===== config.mk =====
export PLATFORM = sky130hd
export DESIGN_NAME = riscv_decode_stage
export DESIGN_NICKNAME = d
export VERILOG_FILES = /design/src/rtl/riscv_decode_stage.sv
export SDC_FILE = /design/constraint.sdc
export NUM_CORES = 1
export LEC_CHECK = 0
export CAP_MARGIN = 10
export CORE_MARGIN = 5
export CORE_UTILIZATION = 39
export CTS_CLUSTER_SIZE = 24
export DETAILED_ROUTE_END_ITERATION = 12
export PLACE_DENSITY = 0.79
export SLEW_MARGIN = 15
export SYNTH_ARGS = -nofsm -noshare
export SYNTH_HDL_FRONTEND = slang
export SYNTH_SLANG_ARGS = --single-unit

===== constraint.sdc =====
create_clock -name clk_i -period 4 [get_ports clk_i]
set_input_delay 0.4 -clock clk_i [delete_from_list [all_inputs] [get_ports clk_i]]
set_output_delay 0.4 -clock clk_i [all_outputs]
set_load 0.02 [all_outputs]

===== src/rtl/riscv_decode_stage.sv =====
// RV32I decode stage: registered instruction decoder with a valid/ready
// handshake toward fetch and execute, plus a flush input.
module riscv_decode_stage #(
    parameter logic [31:0] RESET_PC = 32'h0000_0000
) (
    input  logic        clk_i,
    input  logic        rstn_i,
    input  logic        flush_i,
    input  logic        in_valid_i,
    output logic        in_ready_o,
    input  logic [31:0] in_instr_i,
    input  logic [31:0] in_pc_i,
    output logic        out_valid_o,
    input  logic        out_ready_i,
    output logic [31:0] out_pc_o,
    output logic [4:0]  alu_op_o,
    output logic [1:0]  a_sel_o,
    output logic        b_sel_o,
    output logic [31:0] imm_o,
    output logic [4:0]  rs1_o,
    output logic [4:0]  rs2_o,
    output logic [4:0]  rd_o,
    output logic        reg_we_o,
    output logic        mem_req_o,
    output logic        mem_we_o,
    output logic [2:0]  mem_size_o,
    output logic        branch_o,
    output logic        jal_o,
    output logic        jalr_o,
    output logic        illegal_o
);

    localparam logic [6:0] OPC_OP     = 7'b0110011;
    localparam logic [6:0] OPC_OPIMM  = 7'b0010011;
    localparam logic [6:0] OPC_LUI    = 7'b0110111;
    localparam logic [6:0] OPC_AUIPC  = 7'b0010111;
    localparam logic [6:0] OPC_JAL    = 7'b1101111;
    localparam logic [6:0] OPC_JALR   = 7'b1100111;
    localparam logic [6:0] OPC_BRANCH = 7'b1100011;
    localparam logic [6:0] OPC_LOAD   = 7'b0000011;
    localparam logic [6:0] OPC_STORE  = 7'b0100011;
    localparam logic [6:0] OPC_MISC   = 7'b0001111;

    logic [6:0]  opcode;
    logic [2:0]  f3;
    logic [6:0]  f7;
    logic [31:0] imm_i, imm_s, imm_b, imm_u, imm_j;

    logic        valid_q;
    logic [31:0] pc_q, imm_q, imm_d;
    logic [4:0]  alu_q, alu_d, rs1_q, rs2_q, rd_q;
    logic [1:0]  a_sel_q, a_sel_d;
    logic [2:0]  size_q, size_d;
    logic        b_sel_q, b_sel_d, we_q, we_d, req_q, req_d;
    logic        mwe_q, mwe_d, br_q, br_d, jal_q, jal_d;
    logic        jalr_q, jalr_d, ill_q, ill_d;
    logic        xfer;

    assign opcode = in_instr_i[6:0];
    assign f3     = in_instr_i[14:12];
    assign f7     = in_instr_i[31:25];

    assign imm_i = {{20{in_instr_i[31]}}, in_instr_i[31:20]};
    assign imm_s = {{20{in_instr_i[31]}}, in_instr_i[31:25], in_instr_i[11:7]};
    assign imm_b = {{19{in_instr_i[31]}}, in_instr_i[31], in_instr_i[7],
                    in_instr_i[30:25], in_instr_i[11:8], 1'b0};
    assign imm_u = {in_instr_i[31:12], 12'b0};
    assign imm_j = {{11{in_instr_i[31]}}, in_instr_i[31], in_instr_i[19:12],
                    in_instr_i[20], in_instr_i[30:21], 1'b0};

    always_comb begin
        alu_d   = 5'b0;
        a_sel_d = 2'd0;
        b_sel_d = 1'b0;
        imm_d   = 32'b0;
        we_d    = 1'b0;
        req_d   = 1'b0;
        mwe_d   = 1'b0;
        size_d  = 3'b0;
        br_d    = 1'b0;
        jal_d   = 1'b0;
        jalr_d  = 1'b0;
        ill_d   = 1'b0;
        unique case (opcode)
            OPC_OP: begin
                alu_d = {f7[5], f3};
                we_d  = 1'b1;
                ill_d = !((f7 == 7'h00) ||
                          (f7 == 7'h20 && (f3 == 3'b000 || f3 == 3'b101)));
            end
            OPC_OPIMM: begin
                // funct7[5] only selects SRA for right shifts
                alu_d   = {(f3 == 3'b101) & f7[5], f3};
                b_sel_d = 1'b1;
                imm_d   = imm_i;
                we_d    = 1'b1;
                if (f3 == 3'b001) ill_d = (f7 != 7'h00);
                if (f3 == 3'b101) ill_d = !(f7 == 7'h00 || f7 == 7'h20);
            end
            OPC_LUI: begin
                a_sel_d = 2'd2;
                b_sel_d = 1'b1;
                imm_d   = imm_u;
                we_d    = 1'b1;
            end
            OPC_AUIPC: begin
                a_sel_d = 2'd1;
                b_sel_d = 1'b1;
                imm_d   = imm_u;
                we_d    = 1'b1;
            end
            OPC_JAL: begin
                jal_d = 1'b1;
                imm_d = imm_j;
                we_d  = 1'b1;
            end
            OPC_JALR: begin
                jalr_d  = 1'b1;
                b_sel_d = 1'b1;
                imm_d   = imm_i;
                we_d    = 1'b1;
                ill_d   = (f3 != 3'b000);
            end
            OPC_BRANCH: begin
                br_d  = 1'b1;
                alu_d = {2'b11, f3};
                imm_d = imm_b;
                ill_d = (f3 == 3'b010) || (f3 == 3'b011);
            end
            OPC_LOAD: begin
                req_d   = 1'b1;
                b_sel_d = 1'b1;
                imm_d   = imm_i;
                we_d    = 1'b1;
                size_d  = f3;
                ill_d   = (f3 == 3'b011) || (f3 == 3'b110) || (f3 == 3'b111);
            end
            OPC_STORE: begin
                req_d   = 1'b1;
                mwe_d   = 1'b1;
                b_sel_d = 1'b1;
                imm_d   = imm_s;
                size_d  = f3;
                ill_d   = (f3 > 3'b010);
            end
            OPC_MISC: ;
            default: ill_d = 1'b1;
        endcase
        // an illegal bundle must never have side effects downstream
        if (ill_d) begin
            alu_d   = 5'b0;
            a_sel_d = 2'd0;
            b_sel_d = 1'b0;
            imm_d   = 32'b0;
            we_d    = 1'b0;
            req_d   = 1'b0;
            mwe_d   = 1'b0;
            size_d  = 3'b0;
            br_d    = 1'b0;
            jal_d   = 1'b0;
            jalr_d  = 1'b0;
        end
    end

    assign in_ready_o = !valid_q || out_ready_i;
    assign xfer       = in_valid_i && in_ready_o;

    always_ff @(posedge clk_i) begin
        if (!rstn_i) begin
            valid_q <= 1'b0;
            pc_q    <= RESET_PC;
            alu_q   <= 5'b0;
            a_sel_q <= 2'd0;
            b_sel_q <= 1'b0;
            imm_q   <= 32'b0;
            rs1_q   <= 5'b0;
            rs2_q   <= 5'b0;
            rd_q    <= 5'b0;
            we_q    <= 1'b0;
            req_q   <= 1'b0;
            mwe_q   <= 1'b0;
            size_q  <= 3'b0;
            br_q    <= 1'b0;
            jal_q   <= 1'b0;
            jalr_q  <= 1'b0;
            ill_q   <= 1'b0;
        end else if (flush_i) begin
            valid_q <= 1'b0;
        end else if (xfer) begin
            valid_q <= 1'b1;
            pc_q    <= in_pc_i;
            alu_q   <= alu_d;
            a_sel_q <= a_sel_d;
            b_sel_q <= b_sel_d;
            imm_q   <= imm_d;
            rs1_q   <= in_instr_i[19:15];
            rs2_q   <= in_instr_i[24:20];
            rd_q    <= in_instr_i[11:7];
            we_q    <= we_d;
            req_q   <= req_d;
            mwe_q   <= mwe_d;
            size_q  <= size_d;
            br_q    <= br_d;
            jal_q   <= jal_d;
            jalr_q  <= jalr_d;
            ill_q   <= ill_d;
        end else if (out_ready_i) begin
            valid_q <= 1'b0;
        end
    end

    assign out_valid_o = valid_q;
    assign out_pc_o    = pc_q;
    assign alu_op_o    = alu_q;
    assign a_sel_o     = a_sel_q;
    assign b_sel_o     = b_sel_q;
    assign imm_o       = imm_q;
    assign rs1_o       = rs1_q;
    assign rs2_o       = rs2_q;
    assign rd_o        = rd_q;
    assign reg_we_o    = we_q;
    assign mem_req_o   = req_q;
    assign mem_we_o    = mwe_q;
    assign mem_size_o  = size_q;
    assign branch_o    = br_q;
    assign jal_o       = jal_q;
    assign jalr_o      = jalr_q;
    assign illegal_o   = ill_q;

endmodule


# Yosys cells after proc, flatten, opt, wreduce, memory -nomap -nowiden
# Index checks and enable logic that the tools add are counted.
# word_totals
ff_bits	98
inputBits	69
out_inout_bits	99
# classes
n_lt_le_gt_ge	1
eq_ne	17
muxes	27
n_bitwise	3
reduce_logical	25
# op_table
operator	count
32-bit case mux with 5 select lines	1
32-bit 2-to-1 mux	1
7-bit by 6-bit == test with 1-bit output, second input constant	4
7-bit == test, second input constant	3
1-bit 2-to-1 mux	18
5-bit case mux with 3 select lines	1
7-bit by 5-bit == test with 1-bit output, second input constant	2
3-bit == test, second input constant	3
7-bit by 2-bit == test with 1-bit output, second input constant	1
7-bit by 4-bit == test with 1-bit output, second input constant	1
7-bit logical NOT	1
1-bit logical OR	7
1-bit case mux with 7 select lines	1
7-bit nonzero test	1
7-bit OR reduction	1
3-bit by 2-bit == test with 1-bit output, second input constant	2
3-bit 2-to-1 mux	2
2-bit OR reduction	3
6-bit OR reduction	1
5-bit 2-to-1 mux	1
2-bit case mux with 2 select lines	1
4-bit OR reduction	1
3-bit by 1-bit == test with 1-bit output, second input constant	1
3-bit by 2-bit > comparator with 1-bit output, second input constant	1
other kinds (10)	14

# Logic depth before layout (Yosys ltp)
# depth
depth_word	7
depth_mapped	8
ltp_nobuf	6

# Worst setup path before layout
# No wires, ideal clock.
# synth_timing
path_kind	reg2reg
startpoint	register valid_q (netlist: out_valid_o)
endpoint	register size_q[0] (netlist: mem_size_o[0])
setup_ns	0.087
t_arrival_ns	1.744
t_required_ns	3.913
setup_slack_ns	2.169
path_stages_with_launch	8
n_path_buf	1
cell_sequence	dfxtp_1 -> nor2b_1 -> inv_1 -> nand3b_1 -> a2111oi_4 -> nand3_1 -> buf_2 -> o31ai_1
# synth_between
elab_chain_cells	4
# synth_lines
element	line	source
start, declared	49	logic valid_q;
start signal, assigned	170	valid_q <= 1'b0;
start signal, assigned	188	valid_q <= 1'b0;
start signal, assigned	190	valid_q <= 1'b1;
1-bit logical NOT	165	assign in_ready_o = !valid_q || out_ready_i;
1-bit logical OR	165	
net in_ready_o	10	output logic in_ready_o,
1-bit logical AND	166	assign xfer = in_valid_i && in_ready_o;
2-bit AND reduction (no source line)	--	
end signal, assigned	202	size_q <= size_d;
end, declared	53	logic [2:0] size_q, size_d;
# The timed path passes the listed nets, and every way through them passes these cells.
# A chain may end at the register's enable or synchronous reset.

# Final worst setup path
# layout_timing
startpoint	input in_instr_i[3]
endpoint	register imm_q[2] (netlist: imm_o[2])
# layout_between
elab_chain_cells	4
elab_cells_between_ends	16
classes_between	eq/ne (10); mux (3); reduce/logical (3)
# layout_lines
element	line	source
start, declared	11	input logic [31:0] in_instr_i,
7-bit by 4-bit == test with 1-bit output, or another cell as far along	84	unique case (opcode)
4-bit OR reduction (no source line), or another cell as far along	--	
1-bit case mux with 7 select lines or 32-bit case mux with 5 select lines (tied branches)	84	
32-bit 2-to-1 mux (*)	150	if (ill_d) begin
end signal, assigned	195	imm_q <= imm_d;
end, declared	50	logic [31:0] pc_q, imm_q, imm_d;
# Every way passes the cells marked *; elsewhere a longest branch is shown, timed or not.

==> key figures <==
Outcome
  – Outcome: completed

Timing
  – Min Tclk post-route: 2.66 ns
  – Endpoints failing setup: 0
  – Slew at the pin closest to its max-slew limit: 0.894 ns
  – Fin crit share: 66.5%
  – Max-Slew Margin vs Limit: 40.2%
  – Worst-case clock skew: 0.00640 ns
  – Setup repair after global routing missed its margin: false
  – Final-report max-slew violation count: 0
  – Final hold vios: 0
  – Fmax: 376 MHz
  – Post-route setup TNS: 0 ns

Die
  – Core Area: 10200 µm²
  – Die extent in x: 112 µm
  – Die area: 12500 µm²
  – Initial Utilization: 39.6%
  – I/O pin count: 168
  – Std-Cell Rows: 37
  – Height of the die: 112 µm

Setup path
  – Kind of end point of the critical path: flip-flop
  – Crit path kind: input pin to flip-flop
  – Critical Path Source Type: input pin
  – Data required time of the worst path: 4.21 ns
  – Crit path arrival time: 2.87 ns
  – Library cell contributing the largest single delay on the critical path: clkdlybuf4s50_1
  – Largest stage delay on the critical path: 0.69 ns
  – Maximum fanout encountered on the critical timing path: 41
  – Cells traversed along the worst timing path: clkdlybuf4s50_1 -> nand4bb_1 -> nor4_2 -> a22oi_1 -> nand3_1 -> buf_4 -> o31ai_1

Yosys
  – Count of yosys warnings during synthesis: 0
  – Sequential cell area fraction in the yosys report: 48.6%
  – Synthesized area divided by synthesized cell count: 7.93 µm²
  – Cell type contributing the most total cell area after synthesis: dfxtp_1
  – Most frequently used flop master after synthesis: dfxtp_1
  – Proportion of netlist area held by the largest area contributor: 48.6%
  – Net count of the mapped netlist: 578
  – Number of distinct library cells after synthesis: 45
  – Cell count after synthesis: 509
  – Share of async-settable or async-resettable flops after synthesis: 0%
  – Number of flops mapped to enable cells by yosys: 0
  – Post-synthesis instance area: 4040 µm²
  – Flop and latch count out of synthesis: 98
  – Top cells by area in the synthesized netlist: dfxtp_1, nand2_1, a21oi_1

Drt
  – Number of antenna-violating nets in the routed design: 0
  – Overall routed net length: 13200 µm
  – Initial detailed-routing violation count: 380
  – Routed length per placed instance: 16.6 µm
  – Number of optimization iterations in the first detailed-route pass: 8
  – Vias after detailed routing: 4212
  – Number of remaining DRC errors: 0
  – Average via count per standard cell: 5.32

CTS
  – Post-CTS Setup Repair Bufs: 0
  – Hold Buf Count CTS: 0
  – Root Buffer: clkbuf_8
  – Maximum clock insertion buffer count: 2
  – Cts bufs inserted: 9
  – Total of cells resized after clock tree synthesis: 0
  – Clk slew on worst S/H paths: 0.10 ns
  – Clock insertion delay at the later pin of the skew report: 0.36 ns
  – Clock sink count: 98
  – H-tree depth: 3
  – TritonCTS clock tree: done

Global routing
  – Global-route congestion overflow total: 0
  – Number of antenna violations at the first check in global routing: 0
  – Wire length of the first global-routing pass: 20700 µm
  – Global routing usage summed across all routing layers: 20.2%
  – Pin count of the biggest net entering global routing: 71
  – Number of global-route vias before repair: 4038

Hold path
  – Worst hold path type: flip-flop to flip-flop

Layout
  – Antenna diode count: 0
  – Number of filler cells placed in the layout: 905
  – Share of layout cells above drive strength 1: 4.57%
  – Net total in the final layout: 720
  – Area occupied by multi-input gates: 1880 µm²
  – Register area: 1960 µm²
  – Area Overhead vs Synth: 47.3%
  – Non-Filler Cell Area, Final: 5950 µm²

Power
  – Power density relative to cell area: 320 nW/µm²
  – Static leakage power: 0.00202 µW
  – Worst IR Drop VDD: 0.000216 V

Job
  – Max_cap viols: 0

Placed design
  – Gp weighted congestion: 0.898
  – Placed cell area: 5770 µm²
  – Buffers added on ports: 167
  – HPWL after detailed placement: 9610 µm
worst paths after layout:
path	start	to	slack, ns	depth (start not counted)
worst min register to register	imm_o[6]	imm_o[6]	0.45	2
worst max-delay path	in_instr_i[3]	imm_o[2]	1.34	7
worst max register to register	out_valid_o	imm_o[2]	2.08	7
worst min-delay path	imm_o[6]	imm_o[6]	0.45	2
cells in the final DEF, fill, tap and decap left out, drive strengths merged, types with 2 or more instances in the layout:
cell,n
clkinv,3
nor3,7
dfxtp,98
a31oi,4
nor3b,2
a22oi,6
o21bai,2
nand4,4
nand2b,5
a2111oi,3
clkdlybuf4s50,167
nor4,6
o21ai,20
a21oi,66
nand3b,2
o31ai,28
nor2b,2
inv,12
clkbuf,9
nor2,13
a32o,5
a32oi,2
nand2,148
buf,7
a21o,4
nand3,16
critical path: cells and delay by family:
family                 cells  cell delay (ns)
AO/OA/AOI/OAI              2             0.31
AND/OR/NAND/NOR            3             1.07
buffers and inverters      2             1.08
metal layers:
layer	share of wire [%]	vias up	track usage, %
li1	-	2044	-
met1	42	1977	24.8
met2	48	171	33.3
met3	7.8	20	6.58
met4	2.0	0	7.14
met5	0	-	0
cells by family after synthesis:
kind of cell | share of synthesized area, %
and+or+nand+nor | 22.9
AOI/OAI and AO/OA | 22.9
DFF | 48.6
buffers and inverters | 5.12
xor gates and xnor gates | 0.217
muxes | 0.248
report_power, final:
| part | switching (µW) | total (µW) | leakage, µW | internal (µW) |
|---|---|---|---|---|
| clock network | 366 | 603 | 0.0000963 | 237 |
| logic | 156 | 287 | 0.00113 | 131 |
| registers | 11.2 | 1010 | 0.000795 | 998 |
| total | 534 | 1900 | 0.00202 | 1370 |
metrics by stage:
| stage | std cells | power [µW] | setup WS, ns | utilization [%] | hold WS (ns) |
|---|---|---|---|---|---|
| after CTS | 792 | 1920 | 1.37 | 58.4 | 0.457 |
| after floorplan | 509 | 1170 | 2.17 | - | 0.479 |
| final | 792 | 1900 | 1.34 | 58.4 | 0.455 |
| after global routing | 792 | 1990 | 1.19 | 58.4 | 0.481 |
| after detailed placement | 776 | 1320 | 0.986 | 56.6 | 0.439 |
| after global placement | 776 | 1310 | 1.15 | 56.6 | 0.433 |
cell usage after synthesis (all sizes together), types with 2 or more instances:
library cell,number
nor2,13
nor2b,2
nand2b,5
a21o,4
a21oi,66
nand3b,2
o31ai,28
o21bai,2
a32oi,2
a22oi,6
nor3,7
nor3b,2
a31oi,4
clkbuf,28
a2111oi,3
nor4,6
o21ai,20
nand3,16
nand4,4
nand2,148
inv,8
buf,15
a32o,5
dfxtp,98
sequential cells by signal, summed over array words and instances (netlist names):
name         count
a_sel_o          2
alu_op_o         5
b_sel_o          1
branch_o         1
illegal_o        1
imm_o           32
jal_o            1
jalr_o           1
mem_req_o        1
mem_size_o       3
mem_we_o         1
out_pc_o        32
out_valid_o      1
rd_o             5
reg_we_o         1
rs1_o            5
rs2_o            5
area by class of cell:
class | count | area share, %
sequential | 98 | 33.0
inverter | 8 | 0.505
timing repair buffer | 174 | 29.0
clock buffer | 9 | 2.08
clock inverter | 7 | 0.947
multi-input combinational | 360 | 31.6
tap | 136 | 2.86
(Power assumes the default switching activity.)
